==> src/rtl/fifo_arb_pkg.sv <==
// Shared types and constants for the FIFO write-side arbiter and its helpers.
package fifo_arb_pkg;

   typedef enum logic {
      IDLE = 1'b0,
      BUSY = 1'b1
   } arb_state_t;

   localparam int STALL_W = 16;

   // Index width for n requesters; never below 1 so a 2-way arbiter still has a bit.
   function automatic int idx_w(input int n);
      return (n <= 2) ? 1 : $clog2(n);
   endfunction

endpackage

==> src/rtl/fifo_wr_arbiter_rr_pick.sv <==
// Combinational round-robin search: first set req bit at or after ptr, wrapping mod N.
module rr_pick #(
   parameter int N  = 4,
   parameter int IW = 2
) (
   input  logic [N-1:0]  req,
   input  logic [IW-1:0] ptr,
   output logic          valid,
   output logic [IW-1:0] idx
);

   logic [2*N-1:0] req2;
   logic [N-1:0]   rot;
   logic [IW:0]    sum;

   // Rotate so ptr lands at bit 0; scanning high-to-low leaves the lowest hit in idx.
   always_comb begin
      req2  = {req, req};
      rot   = req2[ptr +: N];
      valid = |req;
      idx   = '0;
      sum   = '0;
      for (int i = N - 1; i >= 0; i--) begin
         if (rot[i]) begin
            sum = {1'b0, ptr} + (IW + 1)'(i);
            idx = (sum >= (IW + 1)'(N)) ? IW'(sum - (IW + 1)'(N)) : IW'(sum);
         end
      end
   end

endmodule

==> src/rtl/fifo_wr_arbiter.sv <==
// Round-robin burst-locking arbiter sharing one fifo_mem write port among N producers.
module fifo_wr_arbiter import fifo_arb_pkg::*; #(
   parameter  int N         = 4,
   parameter  int DW        = 8,
   parameter  int MAX_BURST = 4,
   localparam int IW        = idx_w(N)
) (
   input  logic               clk,
   input  logic               rst,
   input  logic [N-1:0]       req_i,
   input  logic [N*DW-1:0]    data_i,
   output logic [N-1:0]       gnt_o,
   input  logic               fifo_full_i,
   output logic               fifo_wr_en_o,
   output logic [DW-1:0]      fifo_data_o,
   output logic               busy_o,
   output logic [IW-1:0]      owner_o,
   output logic [STALL_W-1:0] stall_cnt_o
);

   localparam int BW = $clog2(MAX_BURST + 1);

   arb_state_t         state, state_nx;
   logic [IW-1:0]      rr_ptr, rr_ptr_nx, owner, owner_nx;
   logic [IW-1:0]      pick_idx, sel_idx;
   logic [BW-1:0]      beat_cnt, beat_nx;
   logic               pick_vld, own_req, accept, last_beat;
   logic [STALL_W-1:0] stall_cnt;

   function automatic logic [IW-1:0] wrap_inc(input logic [IW-1:0] i);
      return (i == IW'(N - 1)) ? '0 : i + 1'b1;
   endfunction

   rr_pick #(
      .N  (N),
      .IW (IW)
   ) u_pick (
      .req   (req_i),
      .ptr   (rr_ptr),
      .valid (pick_vld),
      .idx   (pick_idx)
   );

   // Grant is gated by rst so it drops immediately when reset asserts mid-burst.
   always_comb begin
      own_req     = req_i[owner];
      sel_idx     = (state == BUSY) ? owner : pick_idx;
      accept      = rst & ~fifo_full_i & ((state == BUSY) ? own_req : pick_vld);
      gnt_o       = accept ? (N'(1) << sel_idx) : '0;
      fifo_data_o = '0;
      for (int k = 0; k < N; k++) begin
         if (sel_idx == IW'(k)) fifo_data_o = data_i[k*DW +: DW];
      end
   end

   assign fifo_wr_en_o = |gnt_o;
   assign last_beat    = ((beat_cnt + 1'b1) == BW'(MAX_BURST));

   always_comb begin
      state_nx  = state;
      rr_ptr_nx = rr_ptr;
      owner_nx  = owner;
      beat_nx   = beat_cnt;
      case (state)
         IDLE: begin
            if (accept) begin
               if (MAX_BURST == 1) begin
                  rr_ptr_nx = wrap_inc(pick_idx);
               end else begin
                  owner_nx = pick_idx;
                  beat_nx  = BW'(1);
                  state_nx = BUSY;
               end
            end
         end
         BUSY: begin
            // Owner dropping its request releases the lock; full only pauses it.
            if (!own_req) begin
               state_nx  = IDLE;
               rr_ptr_nx = wrap_inc(owner);
            end else if (accept) begin
               beat_nx = beat_cnt + 1'b1;
               if (last_beat) begin
                  state_nx  = IDLE;
                  rr_ptr_nx = wrap_inc(owner);
               end
            end
         end
         default: state_nx = IDLE;
      endcase
   end

   always_ff @(posedge clk or negedge rst) begin
      if (!rst) begin
         state     <= IDLE;
         rr_ptr    <= '0;
         owner     <= '0;
         beat_cnt  <= '0;
         stall_cnt <= '0;
      end else begin
         state    <= state_nx;
         rr_ptr   <= rr_ptr_nx;
         owner    <= owner_nx;
         beat_cnt <= beat_nx;
         if ((|req_i) && fifo_full_i && (stall_cnt != '1)) stall_cnt <= stall_cnt + 1'b1;
      end
   end

   assign busy_o      = (state == BUSY);
   assign owner_o     = owner;
   assign stall_cnt_o = stall_cnt;

endmodule

==> config.mk <==
export PLATFORM = sky130hd
export DESIGN_NAME = fifo_wr_arbiter
export DESIGN_NICKNAME = d
export VERILOG_FILES = /design/src/rtl/fifo_arb_pkg.sv /design/src/rtl/fifo_wr_arbiter_rr_pick.sv /design/src/rtl/fifo_wr_arbiter.sv
export SDC_FILE = /design/constraint.sdc
export NUM_CORES = 1
export LEC_CHECK = 0
export ABC_AREA = 1
export BUFFER_PORTS_ARGS = -buffer_cell sky130_fd_sc_hd__buf_2
export CORE_MARGIN = 2
export CORE_UTILIZATION = 40
export CTS_CLUSTER_DIAMETER = 150
export DETAILED_ROUTE_END_ITERATION = 6
export PLACE_DENSITY = 0.74
export SETUP_SLACK_MARGIN = 0.2
export SKIP_LAST_GASP = 1
export SLEW_MARGIN = 20
export SYNTH_ARGS = -nofsm -noshare
export SYNTH_HDL_FRONTEND = slang
export SYNTH_SLANG_ARGS = --single-unit
export TNS_END_PERCENT = 5
==> constraint.sdc <==
create_clock -name clk -period 2 [get_ports clk]
set_input_delay 0.3 -clock clk [delete_from_list [all_inputs] [get_ports clk]]
set_output_delay 0.3 -clock clk [all_outputs]
set_load 0.005 [all_outputs]
==> results of run 1 <==
[what timing repair did]
action                                  4_1_cts  5_1_grt
setup buffers                                 4        2
resized for setup                             5        7
hold endpoints to repair                      0        0
endpoints found under the setup margin       14       20
gates cloned                                  2        0
pin swaps                                     6        6
[metal layers]
metal  track usage (%)  up-vias  wire, um
li1                  -      968         -
met1              23.5      911      1960
met2              31.9       44      2370
met3              2.99        9       162
met4              7.34        0        86
met5                 0        -         0
[critical path: stages (launching register included)]
cell	delay, ns
dfrtp_2	0.48
inv_4	0.11
nand2_1	0.10
nand3_2	0.08
nand2_2	0.06
inv_2	0.05
nand2_1	0.05
nand2_1	0.07
nand2_1	0.07
nand3_2	0.08
nand2_4	0.10
nor2_4	0.23
nand2_2	0.07
nand4_1	0.09
buf_2	0.12
[flip-flops by register name, indices dropped and copies added (netlist names)]
| register | cells |
|---|---|
| stall_cnt_o | 16 |
| beat_cnt | 3 |
| owner_o | 2 |
| rr_ptr | 2 |
| busy_o | 1 |
[worst paths after layout]
check	start	slack [ns]	to	cells past startpoint
setup / recovery	rr_ptr[0]	-0.31	fifo_data_o[1]	14
hold / removal	rst	0.02	stall_cnt_o[7]	2
setup reg to reg	stall_cnt_o[0]	0.18	stall_cnt_o[14]	10
hold reg to reg	stall_cnt_o[14]	0.50	stall_cnt_o[14]	1
max in group asynchronous	rst	1.71	rr_ptr[1]	2
min in group clk	stall_cnt_o[14]	0.50	stall_cnt_o[14]	1
[metrics by stage]
step / cells / worst slack (ns) / TNS [ns] / hold slack [ns] / total power [W]
CTS: 377 / -0.294 / -3.14 / 0.0365 / 0.00364
global placement: 367 / -0.000659 / -0.000659 / 0.326 / 0.00304
global route: 379 / -0.469 / -5.12 / 0.0538 / 0.00409
finish: 379 / -0.312 / -3.29 / 0.0250 / 0.00374
floorplan: 237 / 0.206 / 0 / 0.00441 / 0.00233
detailed placement: 367 / -0.0673 / -0.495 / 0.330 / 0.00309
[cell families after synthesis]
| logic type | after synthesis |
|---|---|
| AND/OR/NAND/NOR | 147 |
| buffers and inverters | 30 |
| multiplexers | 1 |
| AO/OA/AOI/OAI | 18 |
| flip-flops | 24 |
| adder cells (fa/ha/maj) | 4 |
| XOR/XNOR | 13 |
[synthesized netlist by cell type]
| cell type | number | share of area [%] |
|---|---|---|
| nand3_1 | 28 | 7.9 |
| nor3_1 | 2 | 0.56 |
| xor2_1 | 8 | 3.9 |
| inv_1 | 18 | 3.8 |
| clkbuf_1 | 2 | 0.42 |
| nor2_1 | 18 | 3.8 |
| ha_1 | 4 | 2.8 |
| nor2_4 | 1 | 0.63 |
| nand2_1 | 57 | 12 |
| or2_2 | 1 | 0.35 |
| nand3_4 | 1 | 0.99 |
| nand2_2 | 7 | 2.5 |
| buf_6 | 4 | 2.5 |
| inv_2 | 5 | 1.1 |
| xnor2_1 | 5 | 2.5 |
| dfrtp_1 | 24 | 34 |
| nand2_4 | 3 | 1.9 |
| a21oi_1 | 5 | 1.4 |
| nor3_2 | 4 | 2.3 |
| o21ba_2 | 1 | 0.56 |
| nand3_2 | 5 | 2.8 |
| nand4_1 | 18 | 6.3 |
| and2_1 | 2 | 0.70 |
| a21boi_0 | 1 | 0.42 |
| inv_4 | 1 | 0.35 |
| mux2_2 | 1 | 0.63 |
| o21ai_0 | 11 | 3.1 |
[layout make-up]
| class | count | area share, % |
|---|---|---|
| Sequential cell | 24 | 24.9 |
| Inverter | 24 | 3.82 |
| Multi-Input combinational cell | 185 | 45.2 |
| Tap cell | 52 | 2.68 |
| Clock buffer | 4 | 2.27 |
| Timing Repair Buffer | 90 | 21.2 |
[report_power, final]
part / internal (W) / leakage [nW] / total [W] / switching, W
Clock: 0.000176 / 0.0288 / 0.000329 / 0.000153
Sequential: 0.000637 / 0.288 / 0.000818 / 0.000181
Combinational: 0.00117 / 0.983 / 0.00260 / 0.00143
[placed cells by master, fill, tap and decap left out]
master,instances
inv_1,18
buf_2,70
and2_1,2
nor3_1,2
nand3_4,1
clkbuf_8,4
nand2_4,6
xor2_1,8
inv_2,5
nor2_1,18
o21ai_0,11
nor3_2,4
nand3_2,7
a21boi_0,1
dfrtp_2,2
nor2_4,1
o21ba_2,1
ha_1,4
nand3_1,26
xnor2_1,5
nand2_8,1
buf_4,19
a21oi_1,5
inv_4,1
or2_2,1
dfrtp_1,22
nand2_2,10
nand2_1,52
nand4_1,18
mux2_2,1
buf_12,1
==> out/qor.csv, run 1 <==
metric;value;unit
drive_gt1_share;41.3;%
drt_first_pass_iters;4;
die_w;70.7;um
grt_pass1_wl;7.69;mm
initial_core_util;41.1;%
cts_root_buf;clkbuf_8;
synthAdderAreaFrac;2.81;%
htree_levels;1;
synthesis.nets;280;
skew;0.00133;ns
violations;negative setup slack;
final_util;56.1;%
synth_top_family_by_area;simple AND/OR/NAND/NOR gates;
p_leak;1.30;nW
syn_inst;237;
io_pins;71;
min_path_type;primary input to asynchronous set/reset pin;
seqCellArea;603;um^2
clkSinkCount;24;
num_vias;1932;
syn_to_final_growth;36.4;%
cp.arrival;2.01;ns
die-height;70.7;um
drc_errors;0;
grt_max_degree;25;
gr-usage-all-layers;18.6;%
initialDrtViolationCount;106;
criticalPathCategory;flop to output pin;
synth_cell_types;27;
wire_per_inst;12.1;um
setup_viol;12;
layout.nets;371;
min_period_over_period;116;%
status;complete, but fails checks;
ant_nets;0;
stdcell_area;2420;um^2
synth-seq-cells;24;
clk_latency;0.27;ns
cts_tree;yes;
cp.required;1.70;ns
synth-simple-area-share;42.7;%
die_area;4990;um^2
place_area;2260;um^2
crit_fanout;8;
finalWirelength;4.58;mm
hpwl;3.40;mm
setup_ws;-0.312;ns
synth_xor_area_share;6.40;%
seq_area_frac_synth;33.8;%
synth.cell_area;1780;um^2
ys_warn_count;0;
critPathCaptureType;output pin;
fmax;0.433;GHz
gr-total-overflow;0;
hold_violations;0;
postSynthAreaPerCell;7.50;um^2
synth_mux_area_share;0.633;%
cts_max_path_buffers;2;
via_per_inst;5.10;
portBuffers;70;
slew_headroom;65.6;%
n_antenna_cell;0;
place_congestion;0.922;
clk_pin_slew;0.08;ns
coreArea;4320;um^2
vdd_drop_max;684;uV
antenna_found_initial;0;
rsz0062_at_grt;yes;
worst_pin_slew;0.511;ns
rows;24;
num-fill-cells;431;
fin_crit;2.31;ns
holdBufCountCts;0;
grt_pass1_vias;1810;
synth_compound_area_share;5.49;%
start_kind;flop;
multi_input_area;1100;um^2
power.density;1540;nW/um^2
cts_buffers;3;
drv_slew;0;
cap_violations;0;
(Power assumes the default switching activity.)
==> run 2: changes to the inputs <==
- CORE_UTILIZATION: 40 -> 52
- PLACE_DENSITY: 0.74 -> 0.91
- clock period: 2 -> 3 ns (I/O delays scaled with it)
==> run 2 against run 1 <==
Compared with the run above: the run now ends clean; register-to-register slack gained 0.94 ns; utilization increased by 11 points; sequential power is 31% lower; clock skew grew 0.0022 ns; via count down 4.2%; non-clock buffer count fell by 13; flip-flop and latch count stayed put; critical path type unchanged; critical endpoint is now fifo_data_o[2]; largest power group unchanged.
==> out/qor.csv, run 2 (synthesized netlist as in run 1, its figures left out) <==
metric;value;unit;change
layout.nets;357;;was 371
die_area;3900;um^2;was 4990 um^2
ant_nets;0;;unchanged
crit_fanout;11;;was 8
antenna_found_initial;0;;unchanged
grt_use_met1;27.2;%;was 23.5%
mostFrequentLayoutCell;buf_2;;unchanged
grt_pass1_wl;6.78;mm;was 7.69 mm
gr-total-overflow;0;;unchanged
grt.busiest_layer;met2;;unchanged
p_sw;0.00107;W;was 0.00176 W
via_per_inst;5.17;;was 5.10
slew_headroom;67.8;%;was 65.6%
combPwrFrac;67.1;%;was 69.4%
grt_pass1_vias;1603;;was 1810
cp.required;2.55;ns;was 1.70 ns
cts_buffers;3;;unchanged
portBuffers;70;;unchanged
p_leak;1.20;nW;was 1.30 nW
whs;0.120;ns;was 0.0250 ns
cp.buffers_inverters;3;;unchanged
crit_chain;buf_4 > xnor2_1 > nand3_1 > nand2_1 > inv_2 > nand2_4 > nand3_4 > nand2_8 > nor2_4 > nand2_1 > nand4_1 > buf_2;;was inv_4 > nand2_1 > nand3_2 > nand2_2 > inv_2 > nand2_1 > nand2_1 > nand2_1 > nand3_2 > nand2_4 > nor2_4 > nand2_2 > nand4_1 > buf_2
setup_viol;0;;was 12
cts_max_path_buffers;2;;unchanged
use_met3;4.14;%;was 2.99%
cts_tree;yes;;unchanged
fin_crit;2.63;ns;
clk_pin_slew;0.12;ns;was 0.08 ns
n_antenna_cell;0;;unchanged
gr-usage-all-layers;20.9;%;was 18.6%
min_path_type;primary input to asynchronous set/reset pin;;unchanged
die_w;62.5;um;was 70.7 um
place_congestion;0.835;;was 0.922
drive_gt1_share;36.2;%;was 41.3%
initialDrtViolationCount;93;;was 106
worst_pin_slew;0.483;ns;was 0.511 ns
grt_max_degree;25;;unchanged
cp.arrival;2.18;ns;was 2.01 ns
pwr-share-seq;26.5;%;was 21.9%
htree_levels;1;;unchanged
min_period_over_period;87.8;%;
cap_violations;0;;unchanged
finalSetupTns;0;ns;was -3.29 ns
cts_root_buf;clkbuf_4;;was clkbuf_8
finalWirelength;4.22;mm;was 4.58 mm
cp_slowest_cell;dfrtp_2;;unchanged
criticalPathCategory;flop to output pin;;unchanged
die-height;62.5;um;was 70.7 um
status;complete, no violations;;was complete, but fails checks
power.density;959;nW/um^2;was 1540 nW/um^2
largest_reg_flops;16;;unchanged
clkSinkCount;24;;unchanged
rows;21;;was 24
skew;0.00356;ns;was 0.00133 ns
io_pins;71;;unchanged
clk_latency;0.31;ns;was 0.27 ns
initial_core_util;53.7;%;was 41.1%
start_kind;flop;;unchanged
vdd_drop_max;404;uV;was 684 uV
cpMostUsedCell;nand2_1;;unchanged
drv_slew;0;;unchanged
grtUsageMet2;36.2;%;was 31.9%
path_delay_family;simple AND/OR/NAND/NOR gates;;unchanged
holdBufCountCts;0;;unchanged
drc_errors;0;;unchanged
syn_to_final_growth;25.5;%;was 36.4%
fmax;0.380;GHz;
critPathMaxStageDelay;0.49;ns;was 0.48 ns
p_sw_share;50.2;%;was 47.1%
critPathCaptureType;output pin;;unchanged
rsz0062_at_grt;no;;was yes
wire_per_inst;11.8;um;was 12.1 um
clkPwrFrac;6.4;%;was 8.8%
num_vias;1851;;was 1932
layout_common_cells;buf_2, nand2_1, nand3_1, dfrtp_1;;was buf_2, nand2_1, nand3_1, dfrtp_1, buf_4
drt_first_pass_iters;4;;unchanged
power.internal;0.00107;W;was 0.00198 W
coreArea;3310;um^2;was 4320 um^2
hpwl;3.23;mm;was 3.40 mm
hold_violations;0;;unchanged
-- run 2: cell count changes in the layout (fill, tap and decap cells not counted) --
cell      delta
buf_4       -12
clkbuf_8     -4
nand2_1      +4
clkbuf_4     +3
nand2_4      -3
nand2_2      -2
nand3_1      +2
nand3_2      -2
buf_12       -1
dfrtp_1      +1
dfrtp_2      -1
-- run 2: stage by stage --
step	cell area (um^2)	cells	utilization, %	power, W	setup WS, ns
6_report	2230	358	67.4	0.00214	0.367
5_1_grt	2230	358	67.4	0.00237	0.189
4_1_cts	2160	351	65.3	0.00201	0.283
3_5_place_dp	2140	348	64.7	0.00187	0.645
3_3_place_gp	2140	348	64.7	0.00182	0.701
2_1_floorplan	1780	237	-	0.00155	1.06
-- run 2: worst register-to-register path, stage by stage (launching register included) --
cell and delay [ns]:
dfrtp_1 0.44, ha_1 0.23, nand3_1 0.11, nor3_1 0.06, nand3_1 0.09, nand2_2 0.12
nor3_2 0.27, nand2_1 0.20, nor3_2 0.16, xor2_1 0.15
-- run 2: repair_timing --
item / in CTS / in global routing
setup buffers: 0 / 6
endpoints found under the setup margin: 0 / 10
hold endpoints to repair: 0 / 0
resized for setup: 0 / 3
-- run 2: final timing paths --
path / start / to / slack, ns / depth (start not counted)
min in group clk: stall_cnt_o[7] / stall_cnt_o[7] / 0.50 / 1
max: rr_ptr[0] / fifo_data_o[2] / 0.37 / 12
max reg2reg: stall_cnt_o[0] / stall_cnt_o[15] / 1.12 / 9
min: rst / stall_cnt_o[8] / 0.12 / 2
min reg2reg: stall_cnt_o[7] / stall_cnt_o[7] / 0.50 / 1
max in group asynchronous: rst / rr_ptr[0] / 2.63 / 2
-- run 2: cell type report --
type | instances | area, um^2
Sequential cell | 24 | 602
Timing Repair Buffer | 77 | 403
Inverter | 24 | 92.6
Multi-Input combinational cell | 184 | 1050
Tap cell | 46 | 57.6
Clock buffer | 3 | 22.5
Fill cell | 286 | 1080
-- run 2: power by group through the flow --
stage	clock, W	sequential, W	combinational (W)
after detailed placement	0	0.000572	0.00129
after CTS	0.000141	0.000565	0.00130
after global placement	0	0.000565	0.00126
final	0.000137	0.000567	0.00144
after global routing	0.000156	0.000589	0.00163
after floorplan	0	0.000531	0.00102
-- run 2: layer usage --
| metal | routed length (um) | vias to the layer above |
|---|---|---|
| li1 | - | 941 |
| met1 | 1840 | 855 |
| met2 | 2160 | 46 |
| met3 | 183 | 9 |
| met4 | 40 | 0 |
| met5 | 0 | - |
